--- src/rtl/branch_sequencer_pkg.sv ---
// branch_sequencer_pkg: state encoding and branch condition codes
package branch_sequencer_pkg;

    typedef enum logic [3:0] {
        IDLE = 4'd0,
        T0   = 4'd1,
        T1   = 4'd2,
        T2   = 4'd3,
        T3   = 4'd4,
        T4   = 4'd5,
        T5   = 4'd6,
        T6   = 4'd7
    } state_e;

    // IR[20:19] condition codes; the CON flip-flop evaluates these
    typedef enum logic [1:0] {
        COND_ZR = 2'b00,
        COND_NZ = 2'b01,
        COND_PL = 2'b10,
        COND_MI = 2'b11
    } cond_e;

endpackage

--- src/rtl/branch_sequencer_sat_counter.sv ---
// sat_counter: statistics counter that sticks at all-ones instead of wrapping
module sat_counter #(
    parameter int CNT_W = 16
) (
    input  logic             Clock,
    input  logic             clear,
    input  logic             inc,
    output logic [CNT_W-1:0] count
);

    logic [CNT_W-1:0] count_q;

    // count up on inc until every bit is set
    always_ff @(posedge Clock) begin
        if (!clear) count_q <= '0;
        else if (inc && !(&count_q)) count_q <= count_q + {{(CNT_W-1){1'b0}}, 1'b1};
    end

    assign count = count_q;

endmodule

--- src/rtl/branch_sequencer.sv ---
// branch_sequencer: conditional-branch control sequence with taken/issued statistics
module branch_sequencer
    import branch_sequencer_pkg::*;
#(
    parameter int CNT_W = 16
) (
    input  logic             Clock,
    input  logic             clear,
    input  logic             start,
    input  logic             mem_done,
    input  logic             CON,
    output logic             PCout,
    output logic             MARin,
    output logic             IncPC,
    output logic             Zin,
    output logic             Zlowout,
    output logic             PCin,
    output logic             Read,
    output logic             Mdatain,
    output logic             MDRin,
    output logic             MDRout,
    output logic             IRin,
    output logic             Gra,
    output logic             Rout,
    output logic             CONin,
    output logic             Yin,
    output logic             Cout,
    output logic             ADD,
    output logic             busy,
    output logic             done,
    output logic             taken,
    output logic [CNT_W-1:0] branch_count,
    output logic [CNT_W-1:0] taken_count
);

    state_e state_q, state_d;
    logic   taken_q, taken_d;
    logic   fin;

    // state and last-branch outcome registers
    always_ff @(posedge Clock) begin
        if (!clear) begin
            state_q <= IDLE;
            taken_q <= 1'b0;
        end else begin
            state_q <= state_d;
            taken_q <= taken_d;
        end
    end

    // next-state logic and Moore strobe decode; T6 also gates PCin with CON
    always_comb begin
        state_d = state_q;
        taken_d = taken_q;
        fin     = 1'b0;
        PCout   = 1'b0;
        MARin   = 1'b0;
        IncPC   = 1'b0;
        Zin     = 1'b0;
        Zlowout = 1'b0;
        PCin    = 1'b0;
        Read    = 1'b0;
        Mdatain = 1'b0;
        MDRin   = 1'b0;
        MDRout  = 1'b0;
        IRin    = 1'b0;
        Gra     = 1'b0;
        Rout    = 1'b0;
        CONin   = 1'b0;
        Yin     = 1'b0;
        Cout    = 1'b0;
        ADD     = 1'b0;
        case (state_q)
            IDLE: state_d = start ? T0 : IDLE;
            T0: begin
                PCout   = 1'b1;
                MARin   = 1'b1;
                IncPC   = 1'b1;
                Zin     = 1'b1;
                state_d = T1;
            end
            T1: begin
                Zlowout = 1'b1;
                PCin    = 1'b1;
                Read    = 1'b1;
                Mdatain = 1'b1;
                MDRin   = 1'b1;
                state_d = mem_done ? T2 : T1;
            end
            T2: begin
                MDRout  = 1'b1;
                IRin    = 1'b1;
                state_d = T3;
            end
            T3: begin
                Gra     = 1'b1;
                Rout    = 1'b1;
                CONin   = 1'b1;
                state_d = T4;
            end
            T4: begin
                PCout   = 1'b1;
                Yin     = 1'b1;
                state_d = T5;
            end
            T5: begin
                Cout    = 1'b1;
                ADD     = 1'b1;
                Zin     = 1'b1;
                state_d = T6;
            end
            T6: begin
                Zlowout = 1'b1;
                PCin    = CON;
                fin     = 1'b1;
                taken_d = CON;
                state_d = start ? T0 : IDLE;
            end
            default: state_d = IDLE;
        endcase
    end

    assign busy  = state_q != IDLE;
    assign done  = fin;
    assign taken = taken_q;

    sat_counter #(.CNT_W(CNT_W)) u_branch_cnt (
        .Clock (Clock),
        .clear (clear),
        .inc   (fin),
        .count (branch_count)
    );

    sat_counter #(.CNT_W(CNT_W)) u_taken_cnt (
        .Clock (Clock),
        .clear (clear),
        .inc   (fin & CON),
        .count (taken_count)
    );

endmodule

--- config.mk ---
export PLATFORM = sky130hd
export DESIGN_NAME = branch_sequencer
export DESIGN_NICKNAME = d
export VERILOG_FILES = /design/src/rtl/branch_sequencer_pkg.sv /design/src/rtl/branch_sequencer_sat_counter.sv /design/src/rtl/branch_sequencer.sv
export SDC_FILE = /design/constraint.sdc
export NUM_CORES = 1
export LEC_CHECK = 0
export ABC_CLOCK_PERIOD_IN_PS = 2200
export CORE_AREA = 5 5 77 79
export DETAILED_ROUTE_END_ITERATION = 6
export DIE_AREA = 0 0 82 84
export PLACE_DENSITY = 0.69
export SYNTH_ARGS = -nofsm -noshare
export SYNTH_HDL_FRONTEND = slang
export SYNTH_HIERARCHICAL = 1
export SYNTH_SLANG_ARGS = --single-unit
--- constraint.sdc ---
create_clock -name Clock -period 2.2 [get_ports Clock]
set_input_delay 0.22 -clock Clock [delete_from_list [all_inputs] [get_ports Clock]]
set_output_delay 0.22 -clock Clock [all_outputs]
set_load 0.1 [all_outputs]
# Word level (Yosys, flattened, before mapping)
# Index checks and enable logic that the tools add are counted.
[totals] ff_bits=37 input_bits=5 output_inout_bits=52
[op_classes] addsub=2 eq_ne=7 muxes=14 bitwise=1 reduce_logical=12
[op_table] cell="$add 16x1->16 const B" n=2
[op_table] cell="$reduce_and 16->1" n=2
[op_table] cell="$pmux 3 s7" n=1
[op_table] cell="$eq 4x3->1 const B" n=4
[op_table] cell="$mux 1" n=12
[op_table] cell="$eq 4x2->1 const B" n=2
[op_table] cell="$reduce_or 2->1" n=4
[op_table] cell="$eq 4x1->1 const B" n=1
[op_table] cell="$logic_not 4->1" n=1
[op_table] cell="$reduce_bool 4->1" n=1
[op_table] cell="$logic_and 1x1->1" n=2
[op_table] cell="$logic_not 1->1" n=2
[op_table] cell="$pmux 1 s2" n=1
[op_table] cell="$and 1x1->1" n=1

# Depth between registers and ports, before layout
# Gate-level depths: netlist (run 1).
[depth] depth_word=4 ltp_mapped=7

# By module
# The synthesis (run 1) kept the hierarchy.
[modules_own_cells] mod="sat_counter" n_inst=2 cells_each=95 area_each_um2=799.5
[modules_own_cells] mod="branch_sequencer" n_inst=1 cells_each=45 area_each_um2=362.8

# Least setup slack after synthesis (run 1)
# OpenSTA, ideal clock, no wires.
[synth_path] path_type="flip-flop to output port" from="reg state_q[0]" to="out Gra" t_arrival_ps=3348 t_required_ps=1980 path_slack_ps=-1368 path_stages_with_launch=4 path_buffers=2 cell_sequence="dfxtp_1 > buf_6 > nor3b_1 > buf_4"
[synth_via] elab_chain_cells=2
[synth_rtl] item="start: declaration" line="branch_sequencer.sv:36" source="state_e state_q, state_d;"
[synth_rtl] item="start signal: assignment" line="branch_sequencer.sv:46" source="state_q <= state_d;"
[synth_rtl] item="$eq 4x3->1"
[synth_rtl] item="$mux 1"
[synth_rtl] item="end: declaration" line="branch_sequencer.sv:23" source="output logic Gra,"
# No other way between the ends.

# Worst setup path in the final report (run 1)
[layout_path] from="reg state_q[1]" to="reg u_taken_cnt.count_q[15] (netlist: u_taken_cnt/count[15])"
[layout_via] elab_chain_cells=4
[layout_rtl] item="$eq 4x3->1" line="branch_sequencer.sv:73" source="case (state_q)"
[layout_rtl] item="$mux 1" line="branch_sequencer.sv:73"
[layout_rtl] item="$and 1x1->1" line="branch_sequencer.sv:137" source=".inc (fin & CON),"
[layout_rtl] item="$logic_and 1x1->1" line="branch_sequencer_sat_counter.sv:16" source="else if (inc && !(&count_q)) count_q <= count_q + {{(CNT_W-1){1'b0}}, 1'b1};"
[layout_rtl] item="end signal: assignment" line="branch_sequencer_sat_counter.sv:16"
[layout_rtl] item="end: declaration" line="branch_sequencer_sat_counter.sv:11" source="logic [CNT_W-1:0] count_q;"
# No other way between the ends.
# A chain may end at the register's enable or synchronous reset.

==> key figures, run 1 <==
Timing
  • TNS Setup: 0 ns
  • Fin crit share: slightly above 90%
  • Hold Vio Cnt, Final: 0
  • Max-slew violations: 0
  • Setup ws final: 0.181 ns
  • Relative slew slack: 62.6%
  • Min Tclk post-route: 2.02 ns
  • Final setup fails: 0
  • Max Fclk: 495 MHz
  • RSZ-0062 raised after global routing: no
  • Actual slew at the worst max-slew pin: approximately 0.55 ns
  • Clock skew: 0.00448 ns

Floorplan
  • Area of the core: ~5300 um2
  • Die area: just under 7000 um2
  • Io pins: 57
  • FP Rows: 27
  • Die height: between 80 and 90 um
  • Starting Density: 37.2%
  • Die X: between 80 and 90 um

Status
  • Status: complete, no violations

Layout
  • Design Area, Final: 2730 um2
  • Antenna Diode Count: 0
  • Area added between synthesis and finish: 38.9%
  • Layout Nets: 298
  • Non-Filler Instances: roughly 360
  • Layout cell share with drive strength beyond 1: 40.4%

Power
  • Seq pwr share: between 40% and 50%
  • Net Sw Frac: just under 30%
  • Switching power total: just under 500 uW
  • P per Cell Area: between 600 and 700 nW/um2
  • Internal: roughly 1200 uW
  • Maximum VDD drop: 0.000382 V
  • Clk pwr share: between 30% and 40%
  • P_leak: around 0.0010 uW
  • Combinational power share: a little over a fifth

Yosys
  • Multiplexer share of the synthesized area: about 3.1%
  • Total number of yosys warnings: 6
  • Complex-gate fraction of the synthesized area: 17.3%
  • Post-Synthesis Cells: between 200 and 250
  • Area of the mapped netlist: between 1500 and 2000 um2
  • Simple-Gate Fraction of Synth Area: 30.6%
  • Syn_nets: roughly 240
  • Async S/R FF share, synth: 0%
  • Seq/Total Area, Yosys: roughly 37%
  • Xor-xnor portion of the synthesized cell area: under 10%
  • Synth unique cells: 42
  • Main combinational cell family by area after synthesis: simple AND/OR/NAND/NOR gates
  • Post-Synth Adder-Cell Area: 1.28%
  • Synthesis-stage register bit count: 36
  • Cell taking the most area after synthesis: dfxtp_1
  • Avg Cell Area, Syn: between 8 and 9 um2
  • EDFF count, synth: 0
  • Main flop type after synthesis: dfxtp_1
  • Synth top area share: around 37%
  • Top cells by area, synth: dfxtp_1 (37%), a21oi_1 (4.6%), o31ai_1 (4.6%)

Worst hold path
  • Hold endpoint: taken
  • Worst Hold Class: flop to flop
  • WHS Path Cells: 2
  • Hold_sp: taken

Placement
  • Placed Cells: ~360
  • Gp weighted congestion: ~0.76
  • DPL Wire Length: 3.54 mm
  • Area of placed instances: around 2600 um2
  • # port buffers: 56
  • Pre-CTS setup slack: roughly 0.07 ns

Routing
  • Wire length per cell: 12.9 um
  • Final WL: about 4.7 mm
  • Final ANT Viol Nets: 0
  • First DRT Iteration DRCs: 102
  • Residual DRC: 0
  • Vias: 1,917
  • First-pass DRT Iterations: 4
  • Via/cell ratio: ~5.3

Global route
  • GR Overflow Total: 0
  • Total Routing Usage GR: between 10% and 20%
  • Vias in the first global route: between 1,500 and 2,000
  • Antenna violations before repair: 0
  • First-pass GRT wire length: just over 8 mm
  • Largest net degree at the start of global routing: 14

Clocking
  • Num CTS Buffers: 5
  • Post-cts gate resize count: 0
  • H-tree levels: 2
  • Worst-Skew Late Latency: 0.28 ns
  • Setup Buffers After CTS: 0
  • Root Buffer: clkbuf_8
  • CTS tree: yes
  • CTS sink cnt: 36
  • Hold-fix buffers at CTS: 0
  • Reg clk slew, reported paths: roughly 0.070 ns
  • Max Root-Sink Buffers: 2

Setup path
  • Required @ worst endpoint: between 2 and 2.5 ns
  • Reg2Reg Setup Slack: 0.18 ns
  • CP startpoint kind: flop
  • RR Startpoint: state_q[1]
  • Arr. time, crit path: ~2.2 ns
  • RR Endpoint: u_taken_cnt/count[15]
  • Setup CP Type: flop to flop
  • Worst R2R Path Depth: 6
  • Crit Path Max Fanout: 8
  • CP endpoint kind: flop

Job
  • Max-Cap Viols: 0
==> cell families (layout without fill, tap and decap cells) <==
kind of cell | Yosys count | in the layout
AOI/OAI and AO/OA | 52 | 52
xor gates and xnor gates | 6 | 6
adders and majority gates | 2 | 2
buffers and inverters | 26 | 83
DFF | 36 | 36
muxes | 6 | 6
and+or+nand+nor | 107 | 107
==> through the flow <==
stage	util [%]	hold WS, ns	power (uW)
5_1_grt	51.7	0.516	1700
6_report	51.7	0.472	1640
2_1_floorplan	-	0.351	927
3_3_place_gp	49.3	0.452	1020
3_5_place_dp	49.3	0.451	1020
4_1_cts	51.7	0.473	1660
==> routing by layer <==
metal | share of wire, % | GRT usage (%) | vias to the layer above
met2 | 44 | 21.7 | 50
met5 | 0 | 0 | -
met4 | 0.98 | 4.53 | 0
met3 | 7.2 | 4.10 | 4
li1 | - | - | 986
met1 | 48 | 20.0 | 877
==> synthesized netlist by cell type (3+ instances only) <==
cell / count
o21ai_0: 6
and4_1: 4
xnor2_1: 4
nor3_1: 6
nor2_1: 17
nor4_1: 4
or4_1: 10
dfxtp_1: 36
nand2b_1: 3
a21oi_1: 18
buf_4: 7
nand2_1: 20
mux2i_1: 6
nand4_1: 10
buf_6: 5
o31ai_1: 12
nand3_1: 15
a211oi_1: 4
or3_1: 5
inv_1: 10
==> worst max-delay path by stage <==
stage | cells after the start | start | end
2_1_floorplan | 7 | state_q[0] | u_taken_cnt/count[15]
3_3_place_gp | 6 | CON | u_taken_cnt/count[15]
3_5_place_dp | 6 | CON | u_taken_cnt/count[15]
4_1_cts | 6 | state_q[1] | u_taken_cnt/count[15]
5_1_grt | 6 | state_q[1] | u_taken_cnt/count[15]
6_report | 6 | state_q[1] | u_taken_cnt/count[15]
==> layout make-up <==
cell class,instances,area [um2]
clock inverter,1,30.0
timing repair buffer,65,611
multi-input combinational,173,1100
tap,72,90.1
clock buffer,7,96.3
fill,527,2540
inverter,10,37.5
sequential,36,761
==> worst max-delay path: stages (launching register included) <==
cell and delay (ns):
dfxtp_1 0.33, and3_4 0.26, and2_4 0.18, nand2_1 0.06, or3_1 0.43, or4_1 0.53
a21oi_1 0.15
==> power by group through the flow <==
stage               Combinational (uW)  Clock [uW]  Sequential [uW]
floorplan                          252           0              675
global placement                   349           0              673
detailed placement                 348           0              673
CTS                                350         656              657
global route                       361         685              658
finish                             347         636              657
==> flip-flops by register name (all words and copies together) (netlist names) <==
name                flops
state_q                 3
taken                   1
u_branch_cnt/count     16
u_taken_cnt/count      16
==> cells in the final DEF (no fill, tap or decap), types with 2 or more instances in the layout <==
cell / instances
a21oi_1: 18
or3_2: 2
nand2_1: 20
nand2b_1: 3
a2111oi_0: 2
xor2_1: 2
clkbuf_8: 7
or4_1: 10
or3_1: 5
buf_12: 9
a211oi_1: 4
nand3_1: 15
dfxtp_2: 32
o21ai_0: 6
clkdlybuf4s50_1: 4
nand4_2: 2
xnor2_1: 4
nor2_2: 2
o41ai_1: 2
mux2i_1: 6
nor2_1: 15
and4_1: 4
o31ai_1: 12
nor3_1: 6
buf_4: 52
nand4_1: 10
dfxtp_1: 4
nor4_1: 4
a21oi_2: 2
a31oi_1: 2
or2_2: 2
inv_1: 10
ha_1: 2
Power figures use the tool's default switching activity.
==> inputs of run 2 (changes only) <==
CTS_BUF_LIST = sky130_fd_sc_hd__clkbuf_8   (was default)
GPL_ROUTABILITY_DRIVEN = 1   (was default)
REMOVE_ABC_BUFFERS = 1   (was default)
==> run 2 against run 1 <==
Register-to-register slack improved by 0.099 ns. Core utilization decreased by 0.76 points. Clock power about the same. Clock skew increased by 0.0025 ns. Clock-buffer cell count unchanged. Sequential power about the same. Die area unchanged. Cell count increased by 0.82%. Global-route usage increased by 0.61 points.
==> key figures, run 2 (synthesized netlist as in run 1, its figures left out) <==
Power
  • P per Cell Area: ~610 nW/um2
  • Net Sw Frac: between 20% and 30%
  • Maximum VDD drop: about 0.00041 V
  • Combinational power share: 20.4%
  • Switching power total: slightly below 500 uW
  • Seq pwr share: around two fifths
  • Clk pwr share: between 30% and 40%
  • Design Power: approximately 1600 uW
  • Internal: 1150 uW
  • P_leak: 0.00102 uW

Floorplan
  • Starting Density: 37.2%
  • Die area: about 6900 um2
  • Die height: around 84 um
  • FP Rows: 27
  • Die X: between 80 and 90 um
  • Io pins: 57
  • Area of the core: between 5000 and 6000 um2

Routing
  • Final ANT Viol Nets: 0
  • Final WL: 4.88 mm
  • First-pass DRT Iterations: 4
  • Via/cell ratio: 5.33
  • Wire length per cell: 13.3 um
  • Residual DRC: 0
  • First DRT Iteration DRCs: 109
  • Vias: 1,957

Clocking
  • Num CTS Buffers: 5
  • CTS tree: yes
  • H-tree levels: 2
  • Hold-fix buffers at CTS: 0
  • Worst-Skew Late Latency: about 0.29 ns
  • Reg clk slew, reported paths: ~0.070 ns
  • Setup Buffers After CTS: 0
  • Root Buffer: clkbuf_8
  • CTS sink cnt: 36
  • Max Root-Sink Buffers: 2
  • Post-cts gate resize count: 0

Setup path
  • Setup CP Type: flop to output port
  • Required @ worst endpoint: about 2.0 ns
  • CP endpoint kind: output port
  • CP startpoint kind: flop
  • Arr. time, crit path: between 1.5 and 2 ns
  • Crit Path Max Fanout: 11

Status
  • Status: complete, no violations

Layout
  • FILL cells: about 530
  • Post-layout util: 50.9%
  • Multi-input gate area in the final layout: around 1100 um2
  • Layout cell share with drive strength beyond 1: between 20 and 30%
  • Commonest non-fill, non-tap cell in the layout: buf_4
  • Layout Nets: 301
  • Antenna Diode Count: 0
  • Area added between synthesis and finish: 36.9%
  • Storage cell area: between 700 and 800 um2
  • Design Area, Final: 2690 um2
  • Non-Filler Instances: 367
  • Most frequent cells in the layout: buf_4 (55), dfxtp_1 (36), nand2_1 (20)

Timing
  • Max-slew violations: 0
  • Relative slew slack: 62.4%
  • RSZ-0062 raised after global routing: no
  • Min Tclk post-route: about 1.9 ns
  • Hold Vio Cnt, Final: 0
  • Max Fclk: between 500 and 600 MHz
  • Actual slew at the worst max-slew pin: ~0.56 ns
  • Setup ws final: approximately 0.26 ns
  • Fin crit share: between 80% and 90%
  • Final setup fails: 0
  • Clock skew: 0.00700 ns

Global route
  • Antenna violations before repair: 0
  • GR Overflow Total: 0
  • First-pass GRT wire length: 8.31 mm
  • Total Routing Usage GR: around 15%
  • Vias in the first global route: ~1,800
  • Largest net degree at the start of global routing: 14

Placement
  • Gp weighted congestion: between 0.7 and 0.8
  • Pre-CTS setup slack: roughly 0.091 ns
  • DPL Wire Length: about 3.6 mm
  • Placed Cells: 359
  • # port buffers: 56
  • Area of placed instances: 2560 um2

Job
  • Max-Cap Viols: 0

Worst hold path
  • Worst Hold Class: flop to flop
## run 2: area by class of cell
cell class,instances,area share (%)
clock buffers,7,3.59
clock inverters,1,1.12
inverters,10,1.40
multi-input cells,173,40.1
flip-flops and latches,36,26.8
well taps,72,3.36
repair buffers,68,23.6
## run 2: final timing paths
check                                          start                     to  slack (ns)  cells after the start
worst max-delay path                      state_q[2]                  MDRin        0.26                      4
worst max register to register  u_taken_cnt/count[7]  u_taken_cnt/count[15]        0.28                      4
worst min-delay path                           taken                  taken        0.48                      2
worst min register to register                 taken                  taken        0.48                      2
## run 2: critical path, stage by stage (launching register included)
cell and delay [ns]:
dfxtp_1 0.31, buf_4 0.16, or2_4 0.27, nor2_1 0.44, buf_12 0.25
## run 2: power groups by stage
stage	registers, uW	clock network (uW)	logic, uW
3_3_place_gp	673	0	332
5_1_grt	658	687	344
2_1_floorplan	681	0	219
4_1_cts	658	657	332
3_5_place_dp	673	0	332
6_report	658	637	331
## run 2: metal layers
metal	routed length, um	global-route usage [%]
met1	2150	19.8
met2	2300	22.9
met3	333	4.32
met4	102	6.50
met5	0	0
## run 2: per-stage QoR
| stage | hold WS [ns] | TNS, ns |
|---|---|---|
| after global routing | 0.511 | 0 |
| after detailed placement | 0.479 | 0 |
| final | 0.482 | 0 |
| after global placement | 0.471 | 0 |
| after floorplan | 0.358 | -30.12 |
| after CTS | 0.489 | 0 |
==> inputs of run 3 (changes only) <==
CTS_CLUSTER_DIAMETER = 150   (was default)
==> results of run 3 <==
Final layout, timing and power as in run 2 (identical DEF).
==> RTL edit 1: new RTL, config.mk and constraints of run 1 <==
Re-encode `state_e` (8 states) as Gray code, 3 bits wide.
--- a/src/rtl/branch_sequencer_pkg.sv
+++ b/src/rtl/branch_sequencer_pkg.sv
@@ -3,11 +3,11 @@
 
-    typedef enum logic [3:0] {
-        IDLE = 4'd0,
-        T0   = 4'd1,
-        T1   = 4'd2,
-        T2   = 4'd3,
-        T3   = 4'd4,
-        T4   = 4'd5,
-        T5   = 4'd6,
-        T6   = 4'd7
+    typedef enum logic [2:0] {
+        IDLE = 3'b000,
+        T0   = 3'b001,
+        T1   = 3'b011,
+        T2   = 3'b010,
+        T3   = 3'b110,
+        T4   = 3'b111,
+        T5   = 3'b101,
+        T6   = 3'b100
     } state_e;
Function: same outputs for any inputs over 10 cycles, from zero or initial values; not proved beyond that.
==> RTL edit 1 against run 1 <==
Sequential cell count did not move; clock power fell by 23%; final cell count rose by 1.4%; first-iteration DRC count fell by 25%; utilization fell by 1.7 points; synthesized area fell by 2.4%; final area fell by 3.3%; via count fell by 1.1%; synthesized cell count did not move; combinational power rose by 42%; worst setup slack got worse by 0.090 ns; power rose by 1.3%; clock skew rose by 0.0019 ns; wire length rose by 4.1%; critical endpoint is now u_branch_cnt/count[13]$_SDFFE_PN0P_.
==> RTL edit 1: results (changes against run 1) <==
Timing
  • Max-slew violation count: 0 (unchanged)
  • Worst-Margin Slew: 0.4508 ns (-0.09616 ns)
  • Clock Skew: 0.006386 ns (+0.001907 ns)

Global routing
  • Largest net degree at the start of global routing: 14 (unchanged)
  • Initial antenna violation count: 0 (unchanged)
  • Tot GR Track Use: 15.09% (+0.54 points)
  • First-pass GRT wire length: 8424 microns (+2.5%)
  • Vias in the first global route: 1,792 (+2.1%)

Placement
  • DP Wirelength: 3731 microns (+5.5%)
  • PortBufs: 56 (unchanged)
  • GP Congestion: 0.7735 (+1.1%)
  • Placed cell area: 0.002542 sq mm (-2.2%)

Route
  • Vias per inst: 5.136 (-2.5%)
  • DR iter-0 viols: 77 (-25%)
  • Iteration count of the initial detailed-routing pass: 4 (unchanged)
  • DR WL/cell: 13.28 microns (+2.7%)

Synthesis
  • Dominant synthesized flop cell: dfxtp_1
  • Ys async rst share: 0% (unchanged)
  • Post-Syn Nets: 242 (unchanged)
  • Largest cells by area after synthesis: dfxtp_1 38%, o31ai_1 4.7%, a21oi_1 4.4%, nand2_1 4.3%, nand3_1 4.2%
  • Synth Warn #: 6 (unchanged)
  • Seq/Total Area, Yosys: 37.62% (+0.89 points)
  • Synth unique cells: 38 (-9.5%)
  • Top cell types by occurrence after synthesis: 36 x dfxtp_1, 22 x nand2_1, 19 x nor2_1

Clock tree
  • Htree depth: 2 (unchanged)
  • TritonCTS Buffers: 5 (unchanged)
  • Post-cts sizing count: 0 (unchanged)
  • Clock-pin slew on the worst setup and hold paths: 0.07 ns (about the same)
  • Clk_lat worst skew: between 0.2 and 0.3 ns
  • Root Driver: clkbuf_8
  • CTS max path bufs: 2 (unchanged)
  • Post-CTS setup buffer count: 0 (unchanged)

Power
  • Leakage: 1.007 nW (-1.2%)
  • Max IR drop VDD: 395.1 uV (+3.5%)

Layout
  • Register Area: 760.7 sq um (unchanged)
  • Fillcell total: 529 (+0.38%)
  • Ant diodes: 0 (unchanged)
  • Share of layout cells above drive strength 1: 41.41% (+1.0 points)
  • Nets@finish: 303 (+1.7%)

Setup path
  • Critical Path AT: 2.31 ns (+0.08 ns)
  • Crit-path max FO: 11 (+3)

Run status
  • Status: finished clean

Min path
  • Worst hold path class: reg -> reg
-- RTL edit 1: cell types whose count changed after synthesis, sizes merged, moves of 2 or more --
cell   change
and2       +2
nor2b      +2
a21oi      -2
mux2i      -2
nor2       +2
nand2      +3
-- RTL edit 1: final timing paths --
check | cells past startpoint | start | to | slack, ns
worst max register to register | 6 | state_q[0]$_SDFF_PN0_ | u_branch_cnt/count[13]$_SDFFE_PN0P_ | 0.09
worst min register to register | 2 | taken$_SDFFE_PN0N_ | taken$_SDFFE_PN0N_ | 0.47
worst min-delay path | 2 | taken$_SDFFE_PN0N_ | taken$_SDFFE_PN0N_ | 0.47
worst max-delay path | 6 | state_q[0]$_SDFF_PN0_ | u_branch_cnt/count[13]$_SDFFE_PN0P_ | 0.09
-- RTL edit 1: layout make-up --
class	instances	share of cell area, %
multi-input combinational	173	41.03
tap	72	3.419
clock buffer	6	3.134
inverter	11	1.709
timing repair buffer	69	21.46
sequential	36	28.87
clock inverter	2	0.3799
-- RTL edit 1: per-stage QoR --
stage               worst slack (ns)  total power, mW  instances  hold WS, ns  TNS [ns]
floorplan                    -0.3291            1.089        235       0.3338    -1.498
global placement             0.08078            1.188        361       0.4569         0
detailed placement           0.06782            1.190        361       0.4564         0
CTS                          0.09729            1.682        369       0.4677         0
global route                0.004438            1.731        369       0.4992         0
finish                       0.09123            1.661        369       0.4680         0
-- RTL edit 1: routing by layer --
| layer | vias up | global-route usage, % | part of all wire, % |
|---|---|---|---|
| met4 | 0 | 3.625 | 1.0 |
| li1 | 984 | - | - |
| met2 | 38 | 24.39 | 49 |
| met5 | - | 0 | 0 |
| met1 | 868 | 20.05 | 45 |
| met3 | 5 | 3.456 | 4.6 |
-- RTL edit 1: logic make-up after synthesis --
kind of cell	count (synthesis)	synth area share (%)
compound gates	48	16.07
xor+xnor	7	3.201
fa+ha+maj	2	1.306
buf+inv	26	7.642
flops	36	37.62
mux	4	2.090
simple gates	112	32.07
-- RTL edit 1: power by group --
group          internal (mW)  total (mW)  switching, mW
logic                  0.115       0.494          0.379
registers              0.663       0.678         0.0150
clock network          0.250       0.488          0.238
-- RTL edit 1: worst max-delay path: stages, from the launching register on --
cell        delay [ns]
dfxtp_2           0.37
or3b_4            0.44
clkinvlp_4        0.09
nand2_1           0.05
or3_1             0.46
or4_1             0.49
a21oi_1           0.13
==> RTL edit 2: new RTL, flow settings as in run 1 <==
Made on the original files. `CNT_W` is set to 16 in 2 places; all go to 12.
--- a/src/rtl/branch_sequencer_sat_counter.sv
+++ b/src/rtl/branch_sequencer_sat_counter.sv
@@ -2,3 +2,3 @@
 module sat_counter #(
-    parameter int CNT_W = 16
+    parameter int CNT_W = 12
 ) (
--- a/src/rtl/branch_sequencer.sv
+++ b/src/rtl/branch_sequencer.sv
@@ -4,3 +4,3 @@
 #(
-    parameter int CNT_W = 16
+    parameter int CNT_W = 12
 ) (
Ports: changed (resized branch_count and taken_count); port bits go from 57 to 49. The function was not compared with the original's and may differ.
==> RTL edit 2 against run 1 <==
Clock power down 37%; power is 23% lower; non-clock buffer count down 12; synthesized area down 20%; sequential cell count shrank 8; final cell count fell by 17%; final area decreased by 18%; worst setup slack improved by 0.24 ns; wire length fell by 19%; combinational power barely moved; via count decreased by 23%.
==> RTL edit 2: results (changes against run 1) <==
Run status
  • Status: finished clean

Layout
  • Nets@finish: 238 (-20%)
  • Ant diodes: 0 (unchanged)
  • Post-Layout Cell Count: 302 (-17%)
  • Share of layout cells above drive strength 1: 34.35% (-6.1 points)

Placement
  • DP Wirelength: 2933 microns (-17%)
  • Placed cell area: 0.002152 sq mm (-17%)
  • PortBufs: 48 (-14%)
  • Setup slack at placement: 0.2546 ns (+0.1843 ns)
  • GP Congestion: 0.8067 (+5.5%)

Power
  • Max IR drop VDD: 293.4 uV (-23%)
  • Leakage: 0.9168 nW (-10%)

Setup path
  • Critical Path AT: 1.97 ns (-0.26 ns)
  • RR Startpoint: state_q[1]$_SDFF_PN0_
  • Top Family by Delay on Critical Path: simple AND/OR/NAND/NOR gates
  • Crit-path max FO: 6 (-2)
  • R2R depth: 6 (unchanged)
  • Slowest cell on the critical path: or3_1
  • Largest stage delay, worst path: 0.35 ns (-0.18 ns)
  • RR Endpoint: u_taken_cnt/count[11]$_SDFFE_PN0P_

Global routing
  • Largest net degree at the start of global routing: 17 (+3)
  • First-pass GRT wire length: 6196 microns (-25%)
  • Met2 Usage GRT: 18.81% (-2.9 points)
  • Met1 usage: 13.56% (-6.5 points)
  • Global-route met3 utilization: 2.484% (-1.6 points)
  • Tot GR Track Use: 11.12% (-3.4 points)
  • Vias in the first global route: 1,362 (-22%)

Synthesis
  • Seq/Total Area, Yosys: 35.73% (-1.0 points)
  • Post-Syn Nets: 190 (-21%)
  • Largest cells by area after synthesis: dfxtp_1 36%, a21oi_1 3.8%, nor2_1 3.6%, buf_4 3.3%, and3_1 3.2%
  • Avg Cell Area, Syn: 8.574 sq um (+2.7%)
  • Top cell types by occurrence after synthesis: 28 x dfxtp_1, 15 x nor2_1, 12 x a21oi_1, 12 x inv_1, 12 x nand2_1
  • Synth unique cells: 41 (-2.4%)

Timing
  • Count of final setup violators: 0 (unchanged)
  • Final worst setup slack: 0.4218 ns (+0.2408 ns)
  • Clock Skew: 0.007079 ns (+0.002600 ns)
  • Worst-Margin Slew: 0.4055 ns (-0.1415 ns)
  • Worst Hold Slack: 0.4962 ns (+0.02381 ns)

Route
  • DR WL/cell: 12.55 microns (-2.9%)
  • Vias: 1,485 (-23%)
  • DR iter-0 viols: 47 (-54%)
  • Iteration count of the initial detailed-routing pass: 4 (unchanged)

Min path
  • Worst hold path class: reg -> reg
  • Hold Crit Depth: 2 (unchanged)
  • Hold EP: taken$_SDFFE_PN0P_
  • Hold Path Origin: taken$_SDFFE_PN0P_

Clock tree
  • Clock-pin slew on the worst setup and hold paths: 0.10 ns (+0.03 ns)
  • CTS max path bufs: 2 (unchanged)
  • Post-CTS setup buffer count: 0 (unchanged)
  • TritonCTS Buffers: 3 (-2)
  • Post-cts sizing count: 0 (unchanged)
  • Htree depth: 1 (-1)
  • Clk_lat worst skew: between 0.2 and 0.3 ns
## RTL edit 2: layout make-up
class / count / area [sq um]
Fill cell: 524 / 3047
Tap cell: 72 / 90.09
Sequential cell: 28 / 565.5
Inverter: 12 / 45.04
Timing Repair Buffer: 53 / 558.0
Clock inverter: 1 / 30.03
Multi-Input combinational cell: 133 / 893.4
Clock buffer: 3 / 41.29
## RTL edit 2: power by group
group	total (mW)	internal (mW)	switching (mW)
clock network	0.402	0.244	0.159
registers	0.513	0.511	0.00197
logic	0.348	0.104	0.244
## RTL edit 2: worst max path at each step
stage          cells past startpoint                            endpoint                   from
6_report                           6  u_taken_cnt/count[11]$_SDFFE_PN0P_  state_q[1]$_SDFF_PN0_
5_1_grt                            6  u_taken_cnt/count[11]$_SDFFE_PN0P_  state_q[1]$_SDFF_PN0_
4_1_cts                            4                                Read  state_q[2]$_SDFF_PN0_
3_5_place_dp                       6   u_taken_cnt/count[9]$_SDFFE_PN0P_                    CON
3_3_place_gp                       6   u_taken_cnt/count[9]$_SDFFE_PN0P_                    CON
2_1_floorplan                      4                             Mdatain  state_q[0]$_SDFF_PN0_
## RTL edit 2: cells by family after synthesis
group / after synthesis / share of synthesized area (%)
and+or+nand+nor: 81 / 31.58
AOI/OAI and AO/OA: 44 / 19.06
DFF: 28 / 35.73
buffers and inverters: 22 / 8.373
muxes: 4 / 2.552
xor gates and xnor gates: 2 / 1.117
adders and majority gates: 2 / 1.595
## RTL edit 2: tightest hold or removal path, stage by stage (launching register included)
cell and delay [ns]:
dfxtp_1 0.34, nand2_1 0.06, mux2i_1 0.06
## RTL edit 2: per-layer routing
layer  up-vias  routed length [microns]
met4         0                       36
met2        30                     1957
met5         -                        0
li1        755                        -
met1       698                     1646
met3         2                      150
